`src/rtl/pushbutton_pkg.sv`:
```
`default_nettype none
// ============================================================================
// Module      : pushbutton_pkg
// Description : Shared constants for the pushbutton conditioner.
//               Per-key debounce state encoding and the default debounce
//               window (10 ms at 100 MHz).
// Revision    : 1.0 - initial release
// ============================================================================
package pushbutton_pkg;

    // Debounce FSM state encoding (2 bits)
    localparam logic [1:0] ST_UP       = 2'd0;
    localparam logic [1:0] ST_ARM_DOWN = 2'd1;
    localparam logic [1:0] ST_DOWN     = 2'd2;
    localparam logic [1:0] ST_ARM_UP   = 2'd3;

    localparam int DEFAULT_DEBOUNCE_CYCLES = 1000000;

endpackage : pushbutton_pkg
`default_nettype wire

```
`src/rtl/pushbutton_conditioner_channel.sv`:
```
`default_nettype none
// ============================================================================
// Module      : debounce_channel
// Description : One pushbutton channel: 2-FF synchroniser on the raw
//               active-low pin, 4-state debounce FSM with a saturating
//               stability counter, and registered press/release pulses.
// Ports       : clk         - system clock
//               reset       - asynchronous active-high reset
//               key_n_in    - raw pin, active-low, asynchronous to clk
//               key_level   - debounced level, 1 = pressed
//               key_press   - one-cycle pulse on key_level rising
//               key_release - one-cycle pulse on key_level falling
// Revision    : 1.0 - initial release
// ============================================================================
module debounce_channel
    import pushbutton_pkg::*;
#(
    parameter int DEBOUNCE_CYCLES = DEFAULT_DEBOUNCE_CYCLES,
    parameter int CNT_W           = $clog2(DEBOUNCE_CYCLES)
) (
    input  logic clk,
    input  logic reset,
    input  logic key_n_in,
    output logic key_level,
    output logic key_press,
    output logic key_release
);

    localparam logic [CNT_W-1:0] c_cnt_term = CNT_W'(DEBOUNCE_CYCLES - 1);
    localparam logic [CNT_W-1:0] c_cnt_one  = CNT_W'(1);

    logic             r_sync1;
    logic             r_sync2;
    logic             w_s;
    logic [1:0]       r_state;
    logic [1:0]       w_state_nxt;
    logic [CNT_W-1:0] r_cnt;
    logic [CNT_W-1:0] w_cnt_nxt;
    logic [CNT_W-1:0] w_cnt_inc;
    logic             r_press;
    logic             r_release;
    logic             w_press_nxt;
    logic             w_release_nxt;

    // Plain two-flop chain; idle (released) pin level is 1
    always_ff @(posedge clk or posedge reset) begin
        if (reset) begin
            r_sync1 <= 1'b1;
            r_sync2 <= 1'b1;
        end else begin
            r_sync1 <= key_n_in;
            r_sync2 <= r_sync1;
        end
    end

    assign w_s = ~r_sync2;

    // Saturating increment so the counter can never wrap
    assign w_cnt_inc = (r_cnt == c_cnt_term) ? r_cnt : r_cnt + c_cnt_one;

    always_comb begin
        w_state_nxt   = r_state;
        w_cnt_nxt     = r_cnt;
        w_press_nxt   = 1'b0;
        w_release_nxt = 1'b0;
        case (r_state)
            ST_UP: begin
                if (w_s) begin
                    w_state_nxt = ST_ARM_DOWN;
                    w_cnt_nxt   = c_cnt_one;
                end else begin
                    w_cnt_nxt   = '0;
                end
            end
            ST_ARM_DOWN: begin
                if (!w_s) begin
                    w_state_nxt = ST_UP;        // glitch rejected
                    w_cnt_nxt   = '0;
                end else if (r_cnt == c_cnt_term) begin
                    w_state_nxt = ST_DOWN;
                    w_cnt_nxt   = '0;
                    w_press_nxt = 1'b1;
                end else begin
                    w_cnt_nxt   = w_cnt_inc;
                end
            end
            ST_DOWN: begin
                if (!w_s) begin
                    w_state_nxt = ST_ARM_UP;
                    w_cnt_nxt   = c_cnt_one;
                end else begin
                    w_cnt_nxt   = '0;
                end
            end
            ST_ARM_UP: begin
                if (w_s) begin
                    w_state_nxt   = ST_DOWN;    // glitch rejected
                    w_cnt_nxt     = '0;
                end else if (r_cnt == c_cnt_term) begin
                    w_state_nxt   = ST_UP;
                    w_cnt_nxt     = '0;
                    w_release_nxt = 1'b1;
                end else begin
                    w_cnt_nxt     = w_cnt_inc;
                end
            end
            default: begin
                w_state_nxt = ST_UP;
                w_cnt_nxt   = '0;
            end
        endcase
    end

    always_ff @(posedge clk or posedge reset) begin
        if (reset) begin
            r_state   <= ST_UP;
            r_cnt     <= '0;
            r_press   <= 1'b0;
            r_release <= 1'b0;
        end else begin
            r_state   <= w_state_nxt;
            r_cnt     <= w_cnt_nxt;
            r_press   <= w_press_nxt;
            r_release <= w_release_nxt;
        end
    end

    // Level is decoded from the registered state, so it changes on the
    // same edge that launches the press/release pulse.
    assign key_level   = (r_state == ST_DOWN) || (r_state == ST_ARM_UP);
    assign key_press   = r_press;
    assign key_release = r_release;

endmodule : debounce_channel
`default_nettype wire

```
`src/rtl/pushbutton_conditioner.sv`:
```
`default_nettype none
// ============================================================================
// Module      : pushbutton_conditioner
// Description : Conditions NUM_KEYS raw active-low pushbuttons: per-key
//               synchronise/debounce/pulse channels, sticky press capture
//               with write-one-to-clear, and a registered masked interrupt.
// Ports       : clk          - system clock
//               reset        - asynchronous active-high reset
//               key_n_in     - raw pins, active-low
//               key_level    - debounced levels, 1 = pressed
//               key_press    - one-cycle press pulses
//               key_release  - one-cycle release pulses
//               edge_capture - sticky press flags
//               edge_clear   - write-one-to-clear strobe for edge_capture
//               irq_mask     - per-key interrupt enable
//               irq          - registered |(edge_capture & irq_mask)
// Revision    : 1.0 - initial release
// ============================================================================
module pushbutton_conditioner
    import pushbutton_pkg::*;
#(
    parameter int NUM_KEYS        = 4,
    parameter int DEBOUNCE_CYCLES = DEFAULT_DEBOUNCE_CYCLES,
    parameter int CNT_W           = $clog2(DEBOUNCE_CYCLES)
) (
    input  logic                clk,
    input  logic                reset,
    input  logic [NUM_KEYS-1:0] key_n_in,
    output logic [NUM_KEYS-1:0] key_level,
    output logic [NUM_KEYS-1:0] key_press,
    output logic [NUM_KEYS-1:0] key_release,
    output logic [NUM_KEYS-1:0] edge_capture,
    input  logic [NUM_KEYS-1:0] edge_clear,
    input  logic [NUM_KEYS-1:0] irq_mask,
    output logic                irq
);

    logic [NUM_KEYS-1:0] r_capture;
    logic                r_irq;

    for (genvar gi = 0; gi < NUM_KEYS; gi++) begin : g_key
        debounce_channel #(
            .DEBOUNCE_CYCLES (DEBOUNCE_CYCLES),
            .CNT_W           (CNT_W)
        ) u_channel (
            .clk         (clk),
            .reset       (reset),
            .key_n_in    (key_n_in[gi]),
            .key_level   (key_level[gi]),
            .key_press   (key_press[gi]),
            .key_release (key_release[gi])
        );
    end

    // A new press overrides a simultaneous clear so no press is lost
    always_ff @(posedge clk or posedge reset) begin
        if (reset) begin
            r_capture <= '0;
            r_irq     <= 1'b0;
        end else begin
            r_capture <= key_press | (r_capture & ~edge_clear);
            r_irq     <= |(r_capture & irq_mask);
        end
    end

    assign edge_capture = r_capture;
    assign irq          = r_irq;

endmodule : pushbutton_conditioner
`default_nettype wire

```
`config.mk`:
```
export PLATFORM = sky130hd
export DESIGN_NAME = pushbutton_conditioner
export DESIGN_NICKNAME = d
export VERILOG_FILES = /design/src/rtl/pushbutton_pkg.sv /design/src/rtl/pushbutton_conditioner_channel.sv /design/src/rtl/pushbutton_conditioner.sv
export SDC_FILE = /design/constraint.sdc
export NUM_CORES = 1
export LEC_CHECK = 0
export ABC_AREA = 0
export CORE_MARGIN = 2
export CORE_UTILIZATION = 45
export DETAILED_ROUTE_END_ITERATION = 7
export PLACE_DENSITY = 0.74
export RECOVER_POWER = 100
export SETUP_SLACK_MARGIN = 0.5
export SLEW_MARGIN = 20
export SYNTH_ARGS = -nofsm -noshare
export SYNTH_HDL_FRONTEND = slang
export SYNTH_SLANG_ARGS = --single-unit
```
`constraint.sdc`:
```
create_clock -name clk -period 3.4 [get_ports clk]
set_input_delay 0.68 -clock clk [delete_from_list [all_inputs] [get_ports clk]]
set_output_delay 0.68 -clock clk [all_outputs]
set_load 0.05 [all_outputs]
```
== Word-level counts from Yosys, hierarchy flattened ==
Cells that the tools add are included.
Cells by class
  reductions and logical operators: 13
  eq/ne operators: 32
  add/subtract/negate cells: 4
  muxes and demuxes: 72
  bitwise logic cells: 4
Operator list (number)
  $pmux 20 s4: 4
  $mux 20: 12
  $add 20x1->20 const B: 4
  $eq 20x20->1 const B: 4
  $mux 2: 24
  $pmux 2 s4: 4
  $mux 1: 28
  $eq 2x2->1 const B: 8
  $reduce_and 4->1: 4
  $ne 3x1->1 const B: 4
  $ne 3x3->1 const B: 4
  $and 4x4->4: 2
  $eq 2x1->1 const B: 4
  $logic_not 2->1: 4
  $ne 2x1->1 const B: 4
  $ne 2x2->1 const B: 4
  $logic_or 1x1->1: 4
  $not 4->4: 1
  $or 4x4->4: 1
  $reduce_or 4->1: 1
Word-level totals
  register bits after elaboration: 109
  output and inout bits: 17
  bits of input ports: 14
  word-level logic and storage cells: 151

== Longest topological paths before layout ==
Gate-level depths: netlist (run 1).
  depth in word-level cells: 4
  mapped depth: 7

== Cells and area by module ==
From an unflattened synthesis (run 1), not the netlist that was laid out.
Unflattened totals
  cells, all modules: 504
  area, all modules: 5196.2 um2
By module, submodules not included
  debounce_channel (g_key[0].u_channel ...): seq. area each 653.1 um2, cells each 122, times used 3, area each 1261.2 um2
  debounce_channel (g_key[3].u_channel): seq. area each 653.1 um2, cells each 121, times used 1, area each 1218.7 um2
  pushbutton_conditioner: seq. area each 125.1 um2, cells each 17, times used 1, area each 193.9 um2

== Least setup slack after synthesis (run 1) ==
Ideal clock, no wire load.
  kind: flip-flop to flip-flop
  start point: register g_key[3].u_channel.r_cnt[0]
  end point: register g_key[3].u_channel.r_cnt[10]
  data arrival time: 1.946 ns
  required time: 3.279 ns
  path buffers: 1
  setup slack: 1.333 ns
  cell stages (with the launch flop): 7
  path through: dfrtp_1 > ha_1 > nand3_1 > or4_1 > o211ai_2 > buf_2 > nor2_1
On the way
  word-level cells in the longest chain between the ends: 4
Ends and longest elaborated chain
  start: declaration: line pushbutton_conditioner_channel.sv:37  | logic [CNT_W-1:0] r_cnt;
  start signal: assignment: line pushbutton_conditioner_channel.sv:122  | r_cnt <= w_cnt_nxt;
  $add 20x1->20 or $eq 20x20->1 (tied branches): line pushbutton_conditioner_channel.sv:59, pushbutton_conditioner_channel.sv:79, pushbutton_conditioner_channel.sv:99
  $mux 20 *: line pushbutton_conditioner_channel.sv:79, pushbutton_conditioner_channel.sv:99
  $mux 20, on equally long branches: line pushbutton_conditioner_channel.sv:96, pushbutton_conditioner_channel.sv:76
  $pmux 20 s4 *: line pushbutton_conditioner_channel.sv:66  | case (r_state)
  net g_key[3].u_channel.w_cnt_nxt[10]: line pushbutton_conditioner_channel.sv:38  | logic [CNT_W-1:0] w_cnt_nxt;
Mark *: on every way through the listed nets, which the timed path passes. The rest lies on a longest branch.
A chain may end at the register's enable or synchronous reset.

== Worst setup path after layout (run 1) ==
Ends and elaborated chain as after synthesis.

==> results of run 1 <==
[cell type report]
type                       count  area (µm²)
fill                         950        5210
clock buffer                  11         253
clock inverter                 5        82.6
timing repair buffer          31         308
multi-input combinational    337        2100
tap                          140         175
sequential                   109        2740
inverter                      30         114
[cell usage after synthesis, types with 2 or more instances]
| master | instances | area share, % |
|---|---|---|
| or3_1 | 12 | 1.5 |
| nor2_1 | 71 | 5.2 |
| o21ai_0 | 8 | 0.78 |
| or2_2 | 2 | 0.24 |
| o31ai_1 | 11 | 1.6 |
| xor2_1 | 22 | 3.8 |
| dfrtp_1 | 101 | 49 |
| xnor2_1 | 37 | 6.3 |
| ha_1 | 4 | 0.98 |
| inv_1 | 30 | 2.2 |
| nor4b_1 | 5 | 0.86 |
| nor3_1 | 11 | 1.1 |
| and4_1 | 7 | 1.2 |
| buf_1 | 2 | 0.15 |
| o21bai_1 | 2 | 0.29 |
| buf_2 | 5 | 0.49 |
| a21oi_1 | 21 | 2.1 |
| nand3_1 | 24 | 2.4 |
| clkbuf_1 | 9 | 0.66 |
| dfstp_2 | 8 | 4.1 |
| nor4_1 | 12 | 1.5 |
| a211oi_1 | 2 | 0.29 |
| and3_1 | 10 | 1.2 |
| nand4_1 | 14 | 1.7 |
| a22oi_1 | 2 | 0.29 |
| nor3b_1 | 3 | 0.44 |
| nand2_1 | 20 | 1.5 |
| buf_4 | 12 | 1.8 |
| mux2i_1 | 3 | 0.59 |
| nand2b_1 | 2 | 0.24 |
| or4_1 | 15 | 2.2 |
| a21o_1 | 5 | 0.73 |
[cell usage in the layout (no fill, tap or decap), types with 10 or more instances in the layout]
cell type,count
a21oi_1,21
and3_1,10
dfrtp_1,101
dlygate4sd3_1,27
inv_1,29
nand2_1,20
nand3_1,24
nand4_1,14
nor2_1,71
nor3_1,11
nor4_1,12
o31ai_1,11
or3_1,12
or4_1,15
xnor2_1,37
xor2_1,22
[routing by layer]
| metal | routed length [µm] | vias to the layer above |
|---|---|---|
| li1 | - | 1760 |
| met1 | 4290 | 1773 |
| met2 | 4530 | 51 |
| met3 | 346 | 9 |
| met4 | 125 | 0 |
| met5 | 0 | - |
[path summary, 6_finish.rpt]
kind / depth (start not counted) / to
max: 5 / g_key[3].u_channel.r_cnt[10]$_DFF_PP0_
min: 0 / g_key[0].u_channel.r_sync2$_DFF_PP1_
max reg2reg: 5 / g_key[3].u_channel.r_cnt[10]$_DFF_PP0_
min reg2reg: 0 / g_key[0].u_channel.r_sync2$_DFF_PP1_
max in group asynchronous: 3 / g_key[0].u_channel.r_cnt[7]$_DFF_PP0_
min in group asynchronous: 2 / g_key[1].u_channel.key_release$_DFF_PP0_
[through the flow]
| stage | util [%] | hold slack, ps | instances | instance area, µm² |
|---|---|---|---|---|
| 3_3_place_gp | 49.6 | 346 | 647 | 5450 |
| 6_report | 52.6 | 353 | 663 | 5770 |
| 5_1_grt | 52.6 | 363 | 663 | 5770 |
| 4_1_cts | 52.7 | 355 | 663 | 5790 |
| 2_1_floorplan | - | 345 | 504 | 5110 |
| 3_5_place_dp | 49.6 | 348 | 647 | 5450 |
[worst max-delay path, stage by stage (launching register included)]
cell      delay [ps]
dfrtp_1          400
ha_1             200
nand3_1          250
or4_1            630
o211ai_2         670
nor2_1           120
[power breakdown]
part           switching (mW)  internal, mW  total (mW)
logic                  0.0504        0.0232      0.0737
registers              0.0129          1.31        1.33
clock network           0.464         0.687        1.15
[logic make-up after synthesis]
logic type	share of synthesized area, %
adder cells (fa/ha/maj)	0.979
AND/OR/NAND/NOR	22.6
AO/OA/AOI/OAI	6.83
multiplexers	0.588
flip-flops	53.6
buffers and inverters	5.26
XOR/XNOR	10.1
[registers in the layout (all words and copies together), names as in the netlist, named ones only]
name	cells
g_key.u_channel.r_state	4
irq	1
g_key.u_channel.r_cnt	80
g_key.u_channel.key_release	4
g_key.u_channel.r_sync1	4
edge_capture	4
g_key.u_channel.r_sync2	4
g_key.u_channel.key_press	4
==> metrics.yaml, run 1 <==
run_status:
  status: "completed"
sta:
  slew_headroom_pct: 6.51
  setup_tns_ps: 0
  rsz0062_at_grt: "no"
  max_freq_mhz: 411
  period_share_pct: 71.6
  period_needed_ps: 2430
  setup_viol: 0
  hold_viol: 0
  final.setup_skew_ps: 4.63
  worst_slack_ps: 967
  slew_viol_final: 0
  worst_pin_slew_ps: 1400
placement:
  place_ws_ps: 997
  gp_congestion: 0.790
  post-dp-hpwl_mm: 6.26
  port_buffers: 30
setup_path:
  r2r-start: "g_key[3].u_channel.r_cnt[0]$_DFF_PP0_"
  crit_path_max_fanout: 18
  critPathRequiredTime_ps: 3600
  arrival_ps: 2640
  cp-start-kind: "register"
  cp-startpoint: "g_key[3].u_channel.r_cnt[0]$_DFF_PP0_"
  ff2ff_setup_slack_ps: 970
  endpoint_kind: "register"
  path_class: "reg -> reg"
pwr:
  power_density_nw_per_um2: 442
  leakage_nw: 2.39
  ir_drop_uv: 398
  power_mw: 2.55
clocking:
  cts_tree: "built"
  cts_buffer_depth: 2
  ctsRootBufferMaster: "clkbuf_16"
  post-cts-setup-buffer-count: 0
  numClockSinks: 109
  htree_levels: 3
  clk_latency_ps: 350
  hold_buffers: 0
  cts_resized: 0
  cts.clk_slew.worst_paths_ps: 70
  cts_made_buffers: 9
route:
  drt-pass1-iter-count: 4
  vias: 3593
  postRouteAntennaNets: 0
  drc: 0
  wl_per_cell_um: 14.0
  via_per_inst: 5.42
  wl_mm: 9.29
  drtIter0Drc: 174
global_routing:
  grt_first_pass_wirelength_mm: 16.4
  grt_use_met3_pct: 4.88
  gr-usage-met2_pct: 26.7
  grt_busiest_layer: "met2"
  grt_max_degree: 108
  grt_util_all_layers_pct: 16.3
  grt-ovfl-total: 0
  antenna_found_initial: 0
  grtUsageMet1_pct: 20.8
  grt_pass1_vias: 3621
floorplan:
  dieArea_um2: 12200
  row_count: 38
  io_pins: 31
  start_util_pct: 46.5
  die_y_um: 111
  design.core.area_um2: 11000
  die_x_um: 111
logic_synthesis:
  syn-cell-area_um2: 5110
  synthCells: 504
  synth_edf_count: 0
  synth_ff_type: "dfrtp_1"
  seq_area_frac_synth_pct: 53.6
  ys_async_sr_fraction_pct: 100
  ys_warn_count: 0
  ys_seq_elements: 109
  synth_fp_nets: 522
  avgSynthCellArea_um2: 10.1
  synth.distinct_cells: 44
cells_and_area:
  area_growth_pct: 13.0
  antennaDiodeCount: 0
  drive_above_1_share_pct: 6.31
  final_nets: 536
min_path:
  worst_hold_path_type: "reg -> reg"
  hp-start: "g_key[0].u_channel.r_sync1$_DFF_PP1_"
run:
  cap_violations: 0
No activity file was read; power rests on OpenSTA's default activity.
==> run 2: changes to the inputs <==
PLACE_DENSITY = 0.71   (was 0.74)
clock period = 2.3 ns   (was 3.4 ns; I/O delays follow)
==> metrics.yaml, run 2 (same netlist as run 1, synthesis figures left out) <==
run_status:
  status: "completed"  # unchanged
sta:
  worst_pin_slew_ps: 1030  # was 1400 ps
  period_needed_ps: 2050  # was 2430 ps
  setup_viol: 0  # unchanged
  rsz0062_at_grt: "yes"  # was no
  slew_viol_final: 0  # unchanged
  hold_viol: 0  # unchanged
  timing.hold.ws_ps: 358  # was 353 ps
  final.setup_skew_ps: 11.4  # was 4.63 ps
  max_freq_mhz: 487  # was 411 MHz
  setup_tns_ps: 0  # unchanged
  period_share_pct: 89.2  # was 71.6%
  slew_headroom_pct: 31.6  # was 6.51%
cells_and_area:
  most-common-layout-cells: "dfrtp_1 (99), nor2_1 (55), buf_4 (47), xnor2_1 (37), inv_1 (29)"  # was dfrtp_1 (101), nor2_1 (71), xnor2_1 (37), inv_1 (29), dlygate4sd3_1 (27)
  layout_commonest_cell: "dfrtp_1"  # unchanged
  final_nets: 603  # was 536
  largest_reg_flops: 80  # unchanged
  stdcell_area_um2: 6580  # was 5770 µm²
  drive_above_1_share_pct: 23.2  # was 6.31%
  fin_util_pct: 59.9  # was 52.6%
  antennaDiodeCount: 0  # unchanged
  largest_register: "g_key.u_channel.r_cnt"  # unchanged
  area_growth_pct: 28.8  # was 13.0%
global_routing:
  grt_pass1_vias: 4015  # was 3621
  antenna_found_initial: 0  # unchanged
  grt_max_degree: 91  # was 108
  grt_util_all_layers_pct: 18.3  # was 16.3%
  grt_first_pass_wirelength_mm: 18.6  # was 16.4 mm
  grt-ovfl-total: 0  # unchanged
floorplan:
  design.core.area_um2: 11000  # unchanged
  start_util_pct: 46.5  # unchanged
  io_pins: 31  # unchanged
  dieArea_um2: 12200  # unchanged
  die_y_um: 111  # unchanged
  row_count: 38  # unchanged
  die_x_um: 111  # unchanged
min_path:
  whs_endpoint: "g_key[3].u_channel.r_sync2$_DFF_PP1_"  # was g_key[0].u_channel.r_sync2$_DFF_PP1_
  worst_hold_path_type: "reg -> reg"  # unchanged
  hp-start: "g_key[3].u_channel.r_sync1$_DFF_PP1_"  # was g_key[0].u_channel.r_sync1$_DFF_PP1_
  holdPathStages: 0  # unchanged
pwr:
  ir_drop_uv: 464  # was 398 µV
  leakage_nw: 2.76  # was 2.39 nW
  power_mw: 3.66  # was 2.55 mW
  power_density_nw_per_um2: 556  # was 442 nW/µm²
setup_path:
  ff2ff_setup_slack_ps: 250  # was 970 ps
  endpoint_kind: "register"  # unchanged
  r2r-start: "g_key[3].u_channel.r_cnt[1]$_DFF_PP0_"  # was g_key[3].u_channel.r_cnt[0]$_DFF_PP0_
  worst_r2r_endpoint: "g_key[3].u_channel.r_cnt[19]$_DFF_PP0_"  # was g_key[3].u_channel.r_cnt[10]$_DFF_PP0_
  crit_path_max_fanout: 5  # was 18
  worst-path-buf-inv: 2  # was 0
  arrival_ps: 2290  # was 2640 ps
  max_stage_delay_ps: 640  # was 670 ps
  path_class: "reg -> reg"  # unchanged
  cp-start-kind: "register"  # unchanged
  path_delay_family: "simple AND/OR/NAND/NOR gates"  # unchanged
  r2r_cells: 7  # was 5
  path_cells: "ha_1, nand3_4, or4_1, o211ai_4, buf_6, buf_12, a21oi_1"  # was ha_1, nand3_1, or4_1, o211ai_2, nor2_1
  crit_path_top_delay_cell: "or4_1"  # was o211ai_2
  critPathRequiredTime_ps: 2540  # was 3600 ps
placement:
  port_buffers: 30  # unchanged
  gp_congestion: 0.825  # was 0.790
  dpl-instance-area_um2: 5560  # was 5450 µm²
  post-dp-hpwl_mm: 6.35  # was 6.26 mm
route:
  wl_mm: 11.6  # was 9.29 mm
  vias: 4035  # was 3593
  drt-pass1-iter-count: 4  # unchanged
  via_per_inst: 5.53  # was 5.42
  wl_per_cell_um: 15.9  # was 14.0 µm
  drtIter0Drc: 220  # was 174
  postRouteAntennaNets: 0  # unchanged
  drc: 0  # unchanged
clocking:
  numClockSinks: 109  # unchanged
  cts.clk_slew.worst_paths_ps: 80  # was 70 ps
  htree_levels: 3  # unchanged
  cts_made_buffers: 9  # unchanged
  cts_tree: "built"  # unchanged
  cts_buffer_depth: 2  # unchanged
  clk_latency_ps: 360  # was 350 ps
  ctsRootBufferMaster: "clkbuf_16"  # unchanged
run:
  cap_violations: 0  # unchanged
run 2: repair_timing:
action / in CTS / in global routing
resized for setup: 61 / 72
pin swaps: 16 / 25
hold buffers: 0 / 0
buffers inserted: 37 / 20
endpoints found under the setup margin: 86 / 75
gates cloned: 4 / 0
run 2: area by class of cell:
class,count,area (µm²)
Fill cell,862,4400
Sequential cell,109,2740
Multi-Input combinational cell,337,2370
Timing Repair Buffer,98,898
Clock buffer,9,225
Tap cell,140,175
Inverter,30,114
Clock inverter,7,58.8
run 2: power by group:
part,leakage [nW],internal [mW],switching [mW]
Combinational,1.15,0.0959,0.113
Clock,0.138,0.752,0.743
Sequential,1.47,1.94,0.0182
run 2: worst max path at each step:
stage	start	end	slack (ps)	cells past startpoint
final	g_key[3].u_channel.r_cnt[1]$_DFF_PP0_	g_key[3].u_channel.r_cnt[19]$_DFF_PP0_	250	7
after global routing	g_key[1].u_channel.r_cnt[0]$_DFF_PP0_	g_key[1].u_channel.r_cnt[16]$_DFF_PP0_	180	7
after CTS	g_key[3].u_channel.r_cnt[15]$_DFF_PP0_	g_key[3].u_channel.r_cnt[8]$_DFF_PP0_	420	6
after detailed placement	g_key[1].u_channel.r_cnt[0]$_DFF_PP0_	g_key[1].u_channel.r_cnt[2]$_DFF_PP0_	230	5
after global placement	g_key[1].u_channel.r_cnt[0]$_DFF_PP0_	g_key[1].u_channel.r_cnt[3]$_DFF_PP0_	290	5
after floorplan	g_key[0].u_channel.r_cnt[3]$_DFF_PP0_	g_key[0].u_channel.r_cnt[18]$_DFF_PP0_	410	5
run 2: stage by stage:
stage                     cells  setup WS (ps)
after floorplan             504            407
after global placement      653            289
after detailed placement    653            234
after CTS                   710            417
after global routing        730            178
final                       730            248
run 2: metal layers:
layer | vias up | wire (µm) | GRT usage (%)
met5 | - | 0 | 0
met4 | 0 | 210 | 5.42
met3 | 22 | 376 | 4.88
met2 | 67 | 6150 | 31.3
met1 | 2036 | 4870 | 22.9
li1 | 1910 | - | -
